===== src/rtl/irq_controller_if.sv =====
// CPU-side command/status bus for the interrupt controller at $7FFF.
interface irq_controller_if;
  logic       cs;
  logic       stb;
  logic       we;
  logic [7:0] wdata;
  logic [7:0] rdata;

  modport master (output cs, stb, we, wdata, input rdata);
  modport slave  (input cs, stb, we, wdata, output rdata);
endinterface


===== src/rtl/irq_controller.sv =====
// 6502 interrupt controller: per-source sync/edge/pending/enable lanes,
// a command/status byte and an active-low registered IRQ output.

module irq_src_lane (
  input  logic clk,
  input  logic rst,
  input  logic src,
  input  logic clr_pend,
  input  logic set_en,
  input  logic clr_en,
  output logic pend,
  output logic en
);
  logic s1, s2, h;
  logic rise;

  assign rise = s2 & ~h;

  always_ff @(posedge clk) begin
    if (rst) begin
      s1   <= 1'b0;
      s2   <= 1'b0;
      h    <= 1'b0;
      pend <= 1'b0;
      en   <= 1'b0;
    end else begin
      s1 <= src;
      s2 <= s1;
      h  <= s2;
      // a fresh edge beats a same-cycle acknowledge
      if (rise)          pend <= 1'b1;
      else if (clr_pend) pend <= 1'b0;
      if (set_en)        en <= 1'b1;
      else if (clr_en)   en <= 1'b0;
    end
  end
endmodule

module irq_controller #(
  parameter int NUM_SRC = 8
) (
  input  logic               clk,
  input  logic               rst,
  irq_controller_if.slave    bus,
  input  logic [NUM_SRC-1:0] irq_src,
  output logic               irq_n
);
  localparam logic [2:0] CMD_ACK     = 3'b000;
  localparam logic [2:0] CMD_ENABLE  = 3'b001;
  localparam logic [2:0] CMD_DISABLE = 3'b010;
  localparam logic [2:0] CMD_ACK_ALL = 3'b011;

  typedef enum logic [1:0] {
    VIEW_STATUS = 2'b00,
    VIEW_ENABLE = 2'b01,
    VIEW_RAW    = 2'b10,
    VIEW_VECTOR = 2'b11
  } view_t;

  logic               wr;
  logic [2:0]         cmd;
  logic [2:0]         idx;
  logic [NUM_SRC-1:0] clr_pend, set_en, clr_en;
  logic [NUM_SRC-1:0] pend, en, act;
  view_t              view;
  logic               vec_vld;
  logic [2:0]         vec_idx;
  logic [7:0]         rd_next;
  logic               unused_wdata;

  assign wr           = bus.cs & bus.stb & bus.we;
  assign cmd          = bus.wdata[7:5];
  assign idx          = bus.wdata[2:0];
  assign unused_wdata = ^bus.wdata[4:3];
  assign act          = pend & en;

  // idx beyond NUM_SRC never matches a lane, so those commands fall away
  for (genvar g = 0; g < NUM_SRC; g++) begin : g_lane
    assign clr_pend[g] = wr & (((cmd == CMD_ACK) && (idx == 3'(g))) || (cmd == CMD_ACK_ALL));
    assign set_en[g]   = wr & (cmd == CMD_ENABLE)  & (idx == 3'(g));
    assign clr_en[g]   = wr & (cmd == CMD_DISABLE) & (idx == 3'(g));

    irq_src_lane u_lane (
      .clk      (clk),
      .rst      (rst),
      .src      (irq_src[g]),
      .clr_pend (clr_pend[g]),
      .set_en   (set_en[g]),
      .clr_en   (clr_en[g]),
      .pend     (pend[g]),
      .en       (en[g])
    );
  end

  always_ff @(posedge clk) begin
    if (rst)             view <= VIEW_STATUS;
    else if (wr & cmd[2]) view <= view_t'(cmd[1:0]);
  end

  // scan downward so the lowest-numbered active source is left standing
  always_comb begin
    vec_vld = 1'b0;
    vec_idx = '0;
    for (int i = NUM_SRC - 1; i >= 0; i--) begin
      if (act[i]) begin
        vec_vld = 1'b1;
        vec_idx = 3'(i);
      end
    end
  end

  always_comb begin
    rd_next = '0;
    case (view)
      VIEW_STATUS: rd_next = 8'(act);
      VIEW_ENABLE: rd_next = 8'(en);
      VIEW_RAW:    rd_next = 8'(pend);
      VIEW_VECTOR: rd_next = {vec_vld, 4'b0000, vec_idx};
      default:     rd_next = '0;
    endcase
  end

  always_ff @(posedge clk) begin
    if (rst) begin
      bus.rdata <= 8'h00;
      irq_n     <= 1'b1;
    end else begin
      bus.rdata <= rd_next;
      irq_n     <= ~|act;
    end
  end
endmodule


===== src/flat_wrapper.sv =====
// flat-port wrapper written by rule: the top's interface ports become plain ports
module irq_controller_flat 
#(
  parameter int NUM_SRC = 8
)
  (clk, rst, irq_src, irq_n, bus_cs, bus_stb, bus_we, bus_wdata, bus_rdata);
  irq_controller_if bus_i ();
  input  logic clk;
  input  logic rst;
  input  logic [NUM_SRC-1:0] irq_src;
  output logic irq_n;
  input wire logic [$bits(bus_i.cs)-1:0] bus_cs;
  input wire logic [$bits(bus_i.stb)-1:0] bus_stb;
  input wire logic [$bits(bus_i.we)-1:0] bus_we;
  input wire logic [$bits(bus_i.wdata)-1:0] bus_wdata;
  output wire logic [$bits(bus_i.rdata)-1:0] bus_rdata;
  assign bus_i.cs = bus_cs;
  assign bus_i.stb = bus_stb;
  assign bus_i.we = bus_we;
  assign bus_i.wdata = bus_wdata;
  assign bus_rdata = bus_i.rdata;
  irq_controller #(.NUM_SRC(NUM_SRC)) u_core (.clk(clk), .rst(rst), .bus(bus_i), .irq_src(irq_src), .irq_n(irq_n));
endmodule

===== config.mk =====
export PLATFORM = sky130hd
export DESIGN_NAME = irq_controller_flat
export DESIGN_NICKNAME = d
export VERILOG_FILES = /design/src/rtl/irq_controller_if.sv /design/src/rtl/irq_controller.sv /design/src/flat_wrapper.sv
export SDC_FILE = /design/constraint.sdc
export NUM_CORES = 1
export LEC_CHECK = 0
export CELL_PAD_IN_SITES_DETAIL_PLACEMENT = 1
export CELL_PAD_IN_SITES_GLOBAL_PLACEMENT = 2
export CORE_MARGIN = 2
export CORE_UTILIZATION = 37
export CTS_BUF_LIST = sky130_fd_sc_hd__clkbuf_8
export CTS_CLUSTER_DIAMETER = 200
export DETAILED_ROUTE_END_ITERATION = 12
export PLACE_DENSITY_LB_ADDON = 0.1
export SLEW_MARGIN = 20
export SYNTH_ARGS = -nofsm -noshare
export SYNTH_HDL_FRONTEND = slang
export SYNTH_HIERARCHICAL = 1
export SYNTH_SLANG_ARGS = --single-unit

===== constraint.sdc =====
create_clock -name clk -period 2.1 [get_ports clk]
set_input_delay 0.21 -clock clk [delete_from_list [all_inputs] [get_ports clk]]
set_output_delay 0.21 -clock clk [all_outputs]
set_load 0.02 [all_outputs]

# == After elaboration in Yosys (flattened, before gate mapping) ==
# Cells that the tools add are included.
# totals
inputBits,21
reg_bits,51
n_memories,0
latch_bits,0
elab_cells,188
ram_bits,0
mem_bits_ro,0
# op_classes
magnitude_cmp,0
add_sub_neg,0
mux,49
eq_ne,13
n_reduce_logical,37
n_shift,0
n_mul,0
div,0
bitwise_logic,46
# op_table
cell,n
2-to-1 mux 1 bit,40
bitwise AND 1 bit,37
case mux 8 bit (4 select lines),1
nonzero test 2 bit,16
2-to-1 mux 3 bit,8
equality test 3 x 2 -> 1 bit (second input constant),4
equality test 3 bit (second input constant),4
bitwise AND 8 bit,1
logical AND 1 bit,8
logical OR 1 bit,8
NOT 1 bit,8
OR reduction 8 bit,1
equality test 3 x 1 -> 1 bit (second input constant),2
zero test 3 bit,2
equality test 2 bit (second input constant),2
equality test 2 x 1 -> 1 bit (second input constant),1
zero test 2 bit,1
zero test 1 bit,1

# == Depth between registers and ports, before layout ==
# Gate-level depths: netlist of the first run.
# depth
depth_word,10
mapped_depth,6
ltp_nobuf,5

# == Cells and area by module ==
# Netlist of the first run, hierarchy kept.
# by_module_without_submodules
mod,cells_each,seq_area_each_um2,area_per_inst_um2,n_inst
irq_src_lane,14,100.1,151.4,8
irq_controller,108,220.2,805.8,1

# == Worst setup path after synthesis of the first run ==
# No wires, ideal clock.
# synth_path
path_type,input -> register
start,in bus_wdata[0]
end,reg u_core.g_lane[2].u_lane.pend
setup_ns,0.116
slack_ns,0.700
required_ns,1.984
t_arrival_ns,1.284
n_path_buf,1
stages,6
cell_sequence,buf_6 -> or3b_1 -> or3_1 -> a21oi_1 -> nand2b_1 -> a21oi_1
# synth_via
elab_chain_cells,5
# synth_rtl
item,line_no,source
from (decl),flat_wrapper.sv:15,input wire logic [$bits(bus_i.wdata)-1:0] bus_wdata;
equality test 3 x 2 -> 1 bit,irq_controller.sv:79,assign clr_pend[g] = wr & (((cmd == CMD_ACK) && (idx == 3'(g))) || (cmd == CMD_ACK_ALL));
logical AND 1 bit,irq_controller.sv:79,
logical OR 1 bit,irq_controller.sv:79,
bitwise AND 1 bit,irq_controller.sv:79,
net u_core.clr_pend[2],irq_controller.sv:63,"logic [NUM_SRC-1:0] clr_pend, set_en, clr_en;"
nonzero test 2 bit (no source line),--,
to (signal assigned),irq_controller.sv:24,pend <= 1'b0;
to (signal assigned),irq_controller.sv:31,if (rise) pend <= 1'b1;
to (signal assigned),irq_controller.sv:32,else if (clr_pend) pend <= 1'b0;
to (decl),irq_controller.sv:11,"output logic pend,"
# The timed path passes the listed nets, and every way through them passes these cells.
# A chain may end at the register's enable or synchronous reset.

# == Worst setup path in the final report of the first run ==
# layout_path
start,in bus_wdata[0]
end,reg u_core.g_lane[1].u_lane.pend
# layout_via
elab_chain_cells,5
# layout_rtl
item,line_no
equality test 3 x 1 -> 1 bit,irq_controller.sv:79
logical AND 1 bit,irq_controller.sv:79
logical OR 1 bit,irq_controller.sv:79
bitwise AND 1 bit,irq_controller.sv:79
net u_core.clr_pend[1],irq_controller.sv:63
nonzero test 2 bit (no source line),--
to (signal assigned),irq_controller.sv:24
to (signal assigned),irq_controller.sv:31
to (signal assigned),irq_controller.sv:32
to (decl),irq_controller.sv:11
# The timed path passes the listed nets, and every way through them passes these cells.

==> run_results.csv, run 1 <==
group,metric,value,unit
clocking,cts_hold_buf,0,
synthesis,synthesis.instances,220,
critical_path,worstPathArrival,1.80,ns
synthesis,synth_cell_types,30,
clocking,cts_resized,0,
clocking,cts_setup_buffers,0,
critical_path,worstPathRequired,2.28,ns
drt,routedWlPerCell,14.2,um
timing,hold_violations,0,
power_and_ir_drop,p_total,1.79,mW
placement,place_inst,316,
synthesis,synth-main-ff-cell,"dfxtp_1",
critical_path,r2r-end,"u_core/bus.rdata[0]",
synthesis,yosys_warnings,6,
placement,io_buffers,27,
clocking,numCtsBuffers,5,
synthesis,synthArstFlopShare,0,%
cells_and_area,final_area,2480,um2
synthesis,synth_edf_count,0,
critical_path,r2r_start,"u_core/view[0]",
floorplan,die_h,77.8,um
drt,route.vias.total,1657,
timing,finalCritPeriodShare,77.0,%
status,outcome,"complete, no violations",
critical_path,critical_path_class,"in -> reg",
drt,drtIter0Drc,68,
clocking,htreeDepth,2,
min_path,min_to,"u_core/g_lane[6].u_lane/s2",
floorplan,start_util,39.0,%
min_path,hold_path_class,"reg -> reg",
synthesis,seq_area_frac_synth,50.6,%
global_routing,grt_antenna_before_repair,0,
placement,dp_hpwl,3470,um
floorplan,die_x,77.8,um
floorplan,coreArea,5170,um2
cells_and_area,n_antenna_cell,0,
min_path,hold_depth,1,
synthesis,synth_nets,241,
global_routing,grt.overflow.total,0,
power_and_ir_drop,max-vdd-ir-drop,0.417,mV
critical_path,rr_worst_depth,3,
cells_and_area,fin_cells,323,
critical_path,crit_fanout,4,
critical_path,cp-start-kind,"primary input",
global_routing,grt_pass1_wl,7590,um
timing,max_freq,0.619,GHz
global_routing,grt_max_degree,26,
power_and_ir_drop,p_leak,0.845,nW
clocking,clockBufferDepth,2,
drt,first_pass_iters,4,
timing,drv_slew,0,
critical_path,slowest_delay,0.51,ns
global_routing,grt_pass1_vias,1592,
critical_path,rrSetupSlack,0.77,ns
timing,finalClockSkew,0.00828,ns
cells_and_area,layout-drive-gt1-share,6.72,%
drt,wl,4590,um
job,max_cap_violations,0,
drt,ant_nets,0,
clocking,cts_tree,"built",
global_routing,grt_usage,16.2,%
drt,drc,0,
placement,place_area,2370,um2
cells_and_area,final_util,47.9,%
min_path,hold_start,"u_core/g_lane[6].u_lane/s1",
timing,fin_crit,1.62,ns
floorplan,die-area,6060,um2
timing,setup_viol,0,
placement,gp_congestion,0.757,
critical_path,slowest_stage,"clkdlybuf4s50_1",
clocking,clock_latency,0.30,ns
timing,tns,0,ns
floorplan,ios,30,
critical_path,cp_cell_sequence,"clkdlybuf4s50_1 -> or3b_1 -> or3_1 -> a21oi_1 -> nand2b_1 -> a21oi_1",
clocking,cts.sinks,51,
timing,rsz0062_at_grt,"false",
synthesis,avgSynthCellArea,9.17,um2
cells_and_area,syn2layout_area_growth,22.9,%
power_and_ir_drop,cellPowerDensity,722,nW/um2
cells_and_area,fin_nets,274,
critical_path,end_kind,"register",
synthesis,ys_seq_elements,51,
drt,vias_per_cell,5.13,
floorplan,core.rowCount,26,
synthesis,netlist_area,2020,um2
timing,max_slew_margin,73.0,%
clocking,root_buffer,"clkbuf_8",
critical_path,cpMostUsedCell,"a21oi_1",
timing,worstMarginPinSlew,0.404,ns
clocking,clkTransAtPathRegs,0.09,ns
registers in the layout, summed over array words and instances, names as in the netlist:
name,cells
u_core/bus.rdata,8
u_core/g_lane.u_lane/en,8
u_core/g_lane.u_lane/h,8
u_core/g_lane.u_lane/pend,8
u_core/g_lane.u_lane/s1,8
u_core/g_lane.u_lane/s2,8
u_core/irq_n,1
u_core/view,2
stage by stage:
step                      hold slack, ns  setup WS, ns
final                              0.442         0.483
after floorplan                    0.279         0.700
after global routing               0.443         0.411
after global placement             0.415         0.193
after CTS                          0.447         0.478
after detailed placement           0.425         0.150
layer usage:
layer	part of all wire, %	track usage (%)
met1	45	19.6
met2	52	28.8
met3	2.6	4.53
met4	0.78	2.86
met5	0	0
synth_stat cells, types with 2 or more instances:
cell,number,area (um2)
buf_2,2,10.0
a22oi_1,2,15.0
nor2_1,25,93.8
a21oi_1,24,120
buf_6,3,33.8
nor3_1,3,15.0
nand3_1,2,10.0
or3_1,4,25.0
inv_1,8,30.0
a22o_1,2,17.5
nand2_1,7,26.3
clkbuf_1,3,11.3
nor2b_1,25,156
nand2b_1,28,175
o21ai_0,2,10.0
dfxtp_1,51,1020
o22ai_1,8,50.1
nor4_2,2,25.0
or3b_1,4,35.0
nand3b_1,4,30.0
mux2i_1,2,20.0
power breakdown:
group	internal [mW]	switching (mW)	leakage, nW	total [mW]
clock network	0.348	0.304	0.0502	0.652
registers	0.994	0.0186	0.416	1.01
logic	0.0663	0.0579	0.378	0.124
total	1.41	0.381	0.845	1.79
kinds of logic (layout without fill, tap and decap cells):
group | Yosys count | in the layout | share of synthesized area [%]
AOI/OAI and AO/OA | 42 | 42 | 12.2
muxes | 2 | 2 | 0.993
DFF | 51 | 51 | 50.6
buffers and inverters | 16 | 49 | 4.22
and+or+nand+nor | 109 | 109 | 32.0
worst max path at each step:
| stage | end | startpoint | slack, ns |
|---|---|---|---|
| global route | u_core/g_lane[1].u_lane/pend | bus_wdata[0] | 0.41 |
| global placement | u_core/g_lane[1].u_lane/pend | bus_wdata[0] | 0.19 |
| detailed placement | u_core/g_lane[1].u_lane/pend | bus_wdata[0] | 0.15 |
| floorplan | u_core/g_lane[2].u_lane/pend | bus_wdata[0] | 0.70 |
| finish | u_core/g_lane[1].u_lane/pend | bus_wdata[0] | 0.48 |
| CTS | u_core/g_lane[1].u_lane/pend | bus_wdata[0] | 0.48 |
cell type report:
type | count | area (um2)
timing repair buffer | 34 | 323
clock inverter | 2 | 37.5
multi-input combinational | 153 | 911
sequential | 51 | 1020
clock buffer | 5 | 68.8
tap | 70 | 87.6
inverter | 8 | 30.0
fill | 611 | 2690
critical path: cells and delay by family:
kind                   cells  cell delay [ns]
AOI/OAI and AO/OA          2             0.23
buffers and inverters      1             0.51
and+or+nand+nor            3             0.85
cell usage in the layout, fill, tap and decap left out, types with 2 or more instances in the layout:
cell / n
nand3_1: 2
a22o_1: 2
o21ai_0: 2
or3b_1: 4
nand2_1: 7
nand3b_1: 4
or3_1: 4
o22ai_1: 8
nor2b_1: 25
clkbuf_8: 5
buf_4: 7
clkdlybuf4s50_1: 27
nand2b_1: 28
dfxtp_1: 51
a21oi_1: 24
mux2i_1: 2
nor4_2: 2
a22oi_1: 2
inv_1: 8
nor3_1: 3
nor2_1: 25
(Power assumes the default switching activity.)
==> inputs of run 2 (changes only) <==
CORE_UTILIZATION = 34   (was 37)
clock period = 1.67 ns   (was 2.1 ns; I/O delays follow)
==> run 2 against run 1 <==
Effect of this change:
- combinational power increased by 38%
- worst hold slack got worse by 0.043 ns
- critical path depth unchanged
- global-route usage decreased by 1.3 points
- clock skew about the same
- sequential cell count unchanged
- cell area increased by 3.7%
- utilization decreased by 3.7 points
- largest cell class unchanged
==> run_results.csv, run 2 (synthesis gave the netlist of run 1 again) <==
group,metric,value,unit
timing,finalCritPeriodShare,91.3,%
global_routing,grt_use_met1,18.7,%
clocking,cts_tree,"built",
drt,first_pass_iters,4,
global_routing,grtUsageMet2,25.1,%
min_path,hold_start,"irq_src[2]",
cells_and_area,syn2layout_area_growth,27.4,%
power_and_ir_drop,max-vdd-ir-drop,0.556,mV
timing,worst_hold_slack,0.399,ns
clocking,numCtsBuffers,5,
global_routing,globalRouteMet3Util,4.00,%
global_routing,grt_pass1_wl,7400,um
drt,ant_nets,0,
critical_path,worstPathArrival,1.76,ns
timing,worstMarginPinSlew,0.428,ns
cells_and_area,final_area,2570,um2
critical_path,end_kind,"register",
min_path,hold_path_class,"in -> reg",
job,max_cap_violations,0,
power_and_ir_drop,p_leak,0.900,nW
cells_and_area,fin_nets,284,
clocking,clock_latency,0.31,ns
critical_path,slowest_delay,0.55,ns
global_routing,grt_pass1_vias,1551,
drt,drc,0,
drt,route.vias.total,1620,
timing,finalClockSkew,0.00847,ns
drt,vias_per_cell,4.78,
timing,max_slew_margin,71.4,%
floorplan,start_util,34.7,%
placement,gp_congestion,0.757,
critical_path,r2r_start,"u_core/g_lane[3].u_lane/en",
placement,dp_hpwl,3390,um
critical_path,critical_path_class,"in -> reg",
critical_path,slowest_stage,"or3b_1",
timing,tns,0,ns
floorplan,die-area,6560,um2
clocking,cts_resized,0,
cells_and_area,layout-drive-gt1-share,10.6,%
cells_and_area,final_common_cell,"dfxtp_1",
cells_and_area,n_antenna_cell,0,
clocking,root_buffer,"clkbuf_8",
floorplan,die_h,81.0,um
drt,routedWlPerCell,13.2,um
timing,max_freq,0.656,GHz
timing,setup_viol,0,
critical_path,rr_worst_depth,4,
floorplan,die_x,81.0,um
critical_path,worstPathRequired,1.90,ns
drt,drtIter0Drc,42,
global_routing,grt_antenna_before_repair,0,
cells_and_area,mostFrequentLayoutCells,"dfxtp_1, nand2b_1, clkdlybuf4s50_1",
clocking,cts_hold_buf,0,
critical_path,crit_fanout,8,
clocking,clkTransAtPathRegs,0.10,ns
global_routing,grt_max_degree,19,
timing,hold_violations,0,
floorplan,coreArea,5820,um2
drt,wl,4460,um
critical_path,critPathLaunch,"bus_stb",
global_routing,grt_busiest_layer,"met2",
timing,fin_crit,1.52,ns
min_path,hold_depth,2,
critical_path,cp_cell_sequence,"clkdlybuf4s50_1 -> nand4b_4 -> or3b_1 -> nor4_2 -> inv_1 -> a21oi_1",
floorplan,core.rowCount,28,
clocking,cts.sinks,51,
floorplan,ios,30,
placement,io_buffers,27,
critical_path,rrSetupSlack,0.44,ns
critical_path,cp-start-kind,"primary input",
global_routing,grt_usage,14.9,%
timing,rsz0062_at_grt,"false",
clocking,htreeDepth,2,
power_and_ir_drop,cellPowerDensity,902,nW/um2
global_routing,grt.overflow.total,0,
placement,place_area,2450,um2
timing,drv_slew,0,
min_path,min_to,"u_core/g_lane[2].u_lane/s1",
status,outcome,"complete, no violations",
clocking,cts_setup_buffers,0,
critical_path,r2r-end,"u_core/bus.rdata[0]",
clocking,clockBufferDepth,2,
run 2: metrics by stage:
stage	setup slack [ns]	power, mW	utilization, %	std cells
3_3_place_gp	-0.137	1.47	42.2	331
6_report	0.146	2.32	44.2	339
2_1_floorplan	0.313	1.37	-	220
3_5_place_dp	-0.186	1.47	42.2	331
4_1_cts	0.138	2.35	44.2	339
5_1_grt	0.0295	2.43	44.2	339
run 2: how the worst max path moves through the flow:
stage,endpoint,slack [ns],depth (start not counted)
after global routing,u_core/g_lane[0].u_lane/en,0.03,6
after floorplan,u_core/g_lane[2].u_lane/pend,0.31,6
after detailed placement,u_core/g_lane[0].u_lane/en,-0.19,6
final,u_core/g_lane[0].u_lane/en,0.15,6
after CTS,u_core/g_lane[0].u_lane/en,0.14,6
after global placement,u_core/g_lane[0].u_lane/en,-0.14,6
run 2: final cells by class:
cell class	instances	area (um2)
fill	684	3250
sequential	51	1020
tap	75	93.8
multi-input combinational	153	911
inverter	8	30.0
clock buffer	5	68.8
clock inverter	3	47.5
timing repair buffer	44	398
run 2: where the power goes:
group          switching [mW]  total [mW]  internal (mW)
Combinational          0.0767       0.171         0.0948
Clock                   0.422       0.877          0.454
Sequential             0.0200        1.27           1.25
Total                   0.519        2.32           1.80
run 2: critical path: cells and delay by family:
family / cells / cell delay, ns
AND/OR/NAND/NOR: 3 / 0.87
AO/OA/AOI/OAI: 1 / 0.13
buffers and inverters: 2 / 0.59
run 2: metal layers:
layer | share of wire [%] | vias up
met2 | 48 | 20
met4 | 1.2 | 0
met1 | 48 | 764
met5 | 0 | -
li1 | - | 831
met3 | 3.0 | 5
==> inputs of run 3 (changes only) <==
CORE_ASPECT_RATIO = 0.6   (was unset)
==> run 3 against run 2 <==
Effect of this change:
- sequential power is essentially flat
- die area grew 0.31%
- clock skew is essentially flat
- non-clock buffer count grew 5
- register-to-register slack lost 0.05 ns
- power shrank 6.0%
- combinational power grew 8%
- sequential share of layout area shrank 0.23 points
- worst hold slack lost 0.0031 ns
- first-iteration DRC count grew 4.8%
- critical path type unchanged
- largest power group unchanged
==> run_results.csv, run 3 (synthesis gave the netlist of run 1 again) <==
group,metric,value,unit
status,outcome,"complete, no violations",
timing,hold_violations,0,
global_routing,grt_antenna_before_repair,0,
global_routing,grt_busiest_layer,"met1",
power_and_ir_drop,p_clk_share,33.3,%
floorplan,ios,30,
cells_and_area,fin_nets,289,
critical_path,worstPathArrival,1.71,ns
floorplan,die_x,103,um
cells_and_area,final_common_cell,"dfxtp_1",
global_routing,grt_pass1_wl,7760,um
drt,drtIter0Drc,44,
drt,drc,0,
critical_path,rr_worst_depth,4,
placement,io_buffers,27,
global_routing,grt_pass1_vias,1530,
drt,first_pass_iters,5,
clocking,clockBufferDepth,2,
timing,worstMarginPinSlew,0.426,ns
power_and_ir_drop,pwr-share-seq,58.2,%
cells_and_area,layout-drive-gt1-share,12.3,%
cells_and_area,multiInputGateArea,911,um2
critical_path,end_kind,"register",
global_routing,grt_usage,15.7,%
critical_path,worstPathRequired,1.88,ns
min_path,hold_path_class,"in -> reg",
critical_path,cp_cell_sequence,"clkdlybuf4s50_1 -> or3b_1 -> or3_1 -> a21oi_1 -> nand2b_1 -> a21oi_1",
drt,ant_nets,0,
critical_path,cp-endpoint,"u_core/g_lane[2].u_lane/pend",
clocking,cts.sinks,51,
timing,finalClockSkew,0.00821,ns
clocking,numCtsBuffers,5,
clocking,cts_resized,0,
clocking,cts_setup_buffers,0,
drt,vias_per_cell,4.74,
placement,dp_hpwl,3690,um
power_and_ir_drop,cellPowerDensity,843,nW/um2
floorplan,die-area,6580,um2
cells_and_area,mostFrequentLayoutCells,"dfxtp_1, nand2b_1, clkdlybuf4s50_1",
job,max_cap_violations,0,
cells_and_area,n_antenna_cell,0,
power_and_ir_drop,p_sw,0.531,mW
critical_path,r2r-end,"u_core/bus.rdata[0]",
power_and_ir_drop,power_switching_share,24.4,%
timing,max_slew_margin,71.6,%
floorplan,coreArea,5650,um2
critical_path,critical_path_class,"in -> reg",
critical_path,cpMostUsedCell,"a21oi_1",
clocking,clkTransAtPathRegs,0.09,ns
critical_path,rrSetupSlack,0.39,ns
timing,drv_slew,0,
cells_and_area,syn2layout_area_growth,28.2,%
global_routing,globalRouteMet3Util,4.44,%
timing,worst_slack,0.166,ns
power_and_ir_drop,p_int,1.65,mW
clocking,htreeDepth,2,
critical_path,critPathLaunch,"bus_wdata[1]",
placement,dp_worst_setup_slack,-0.185,ns
critical_path,slowest_stage,"clkdlybuf4s50_1",
clocking,clock_latency,0.31,ns
global_routing,grt.overflow.total,0,
timing,finalCritPeriodShare,90.0,%
global_routing,grtUsageMet2,19.9,%
power_and_ir_drop,pwr-share-comb,8.4,%
critical_path,r2r_start,"u_core/g_lane[6].u_lane/en",
power_and_ir_drop,max-vdd-ir-drop,0.345,mV
clocking,cts_hold_buf,0,
placement,gp_congestion,0.797,
floorplan,start_util,35.7,%
cells_and_area,seqCellArea,1020,um2
power_and_ir_drop,p_leak,0.914,nW
critical_path,slowest_delay,0.53,ns
timing,fin_crit,1.50,ns
clocking,cts_tree,"built",
timing,setup_viol,0,
clocking,root_buffer,"clkbuf_8",
cells_and_area,n_fill_cell,665,
drt,route.vias.total,1653,
timing,rsz0062_at_grt,"false",
global_routing,grt_max_degree,27,
drt,routedWlPerCell,13.9,um
critical_path,cp-start-kind,"primary input",
drt,wl,4860,um
cells_and_area,final_area,2580,um2
global_routing,grt_use_met1,24.6,%
floorplan,die_h,63.7,um
timing,max_freq,0.665,GHz
floorplan,core.rowCount,21,
placement,place_area,2500,um2
min_path,hold_start,"irq_src[5]",
critical_path,crit_fanout,4,
## run 3: power by group through the flow
stage	combinational [mW]	clock [mW]	sequential, mW
3_3_place_gp	0.182	0	1.30
5_1_grt	0.202	0.801	1.27
4_1_cts	0.187	0.746	1.27
6_report	0.184	0.727	1.27
2_1_floorplan	0.0754	0	1.29
3_5_place_dp	0.186	0	1.30
## run 3: metal layers
layer	vias to the layer above	part of all wire (%)	routed length, um
met4	0	1.0	50
li1	836	-	-
met1	786	55	2650
met5	-	0	0
met3	8	5.0	241
met2	23	39	1920
## run 3: layout make-up
cell class,instances,area share (%)
sequential,51,39.5
clock inverter,3,0.726
clock buffer,5,2.66
tap,80,3.87
inverter,8,1.16
timing repair buffer,49,16.8
multi-input combinational,153,35.2
## run 3: critical path: cells and delay by family
kind / cells / cell delay (ns)
buffers and inverters: 1 / 0.53
and+or+nand+nor: 3 / 0.82
AOI/OAI and AO/OA: 2 / 0.21
## run 3: metrics by stage
stage | power (mW) | cells | utilization [%] | hold slack (ns) | setup TNS (ns)
after floorplan | 1.37 | 220 | - | 0.236 | 0
after global placement | 1.48 | 341 | 44.2 | 0.421 | -1.36
after detailed placement | 1.48 | 341 | 44.2 | 0.431 | -1.52
after CTS | 2.20 | 349 | 45.8 | 0.395 | 0
after global routing | 2.28 | 349 | 45.8 | 0.395 | 0
final | 2.18 | 349 | 45.8 | 0.396 | 0
## run 3: worst min path at each step
stage | cells past startpoint | endpoint | slack [ns]
floorplan | 1 | u_core/g_lane[0].u_lane/en | 0.24
finish | 2 | u_core/g_lane[5].u_lane/s1 | 0.40
CTS | 2 | u_core/g_lane[5].u_lane/s1 | 0.39
global placement | 1 | u_core/g_lane[1].u_lane/s2 | 0.42
global route | 2 | u_core/g_lane[1].u_lane/s1 | 0.40
detailed placement | 1 | u_core/g_lane[1].u_lane/s2 | 0.43
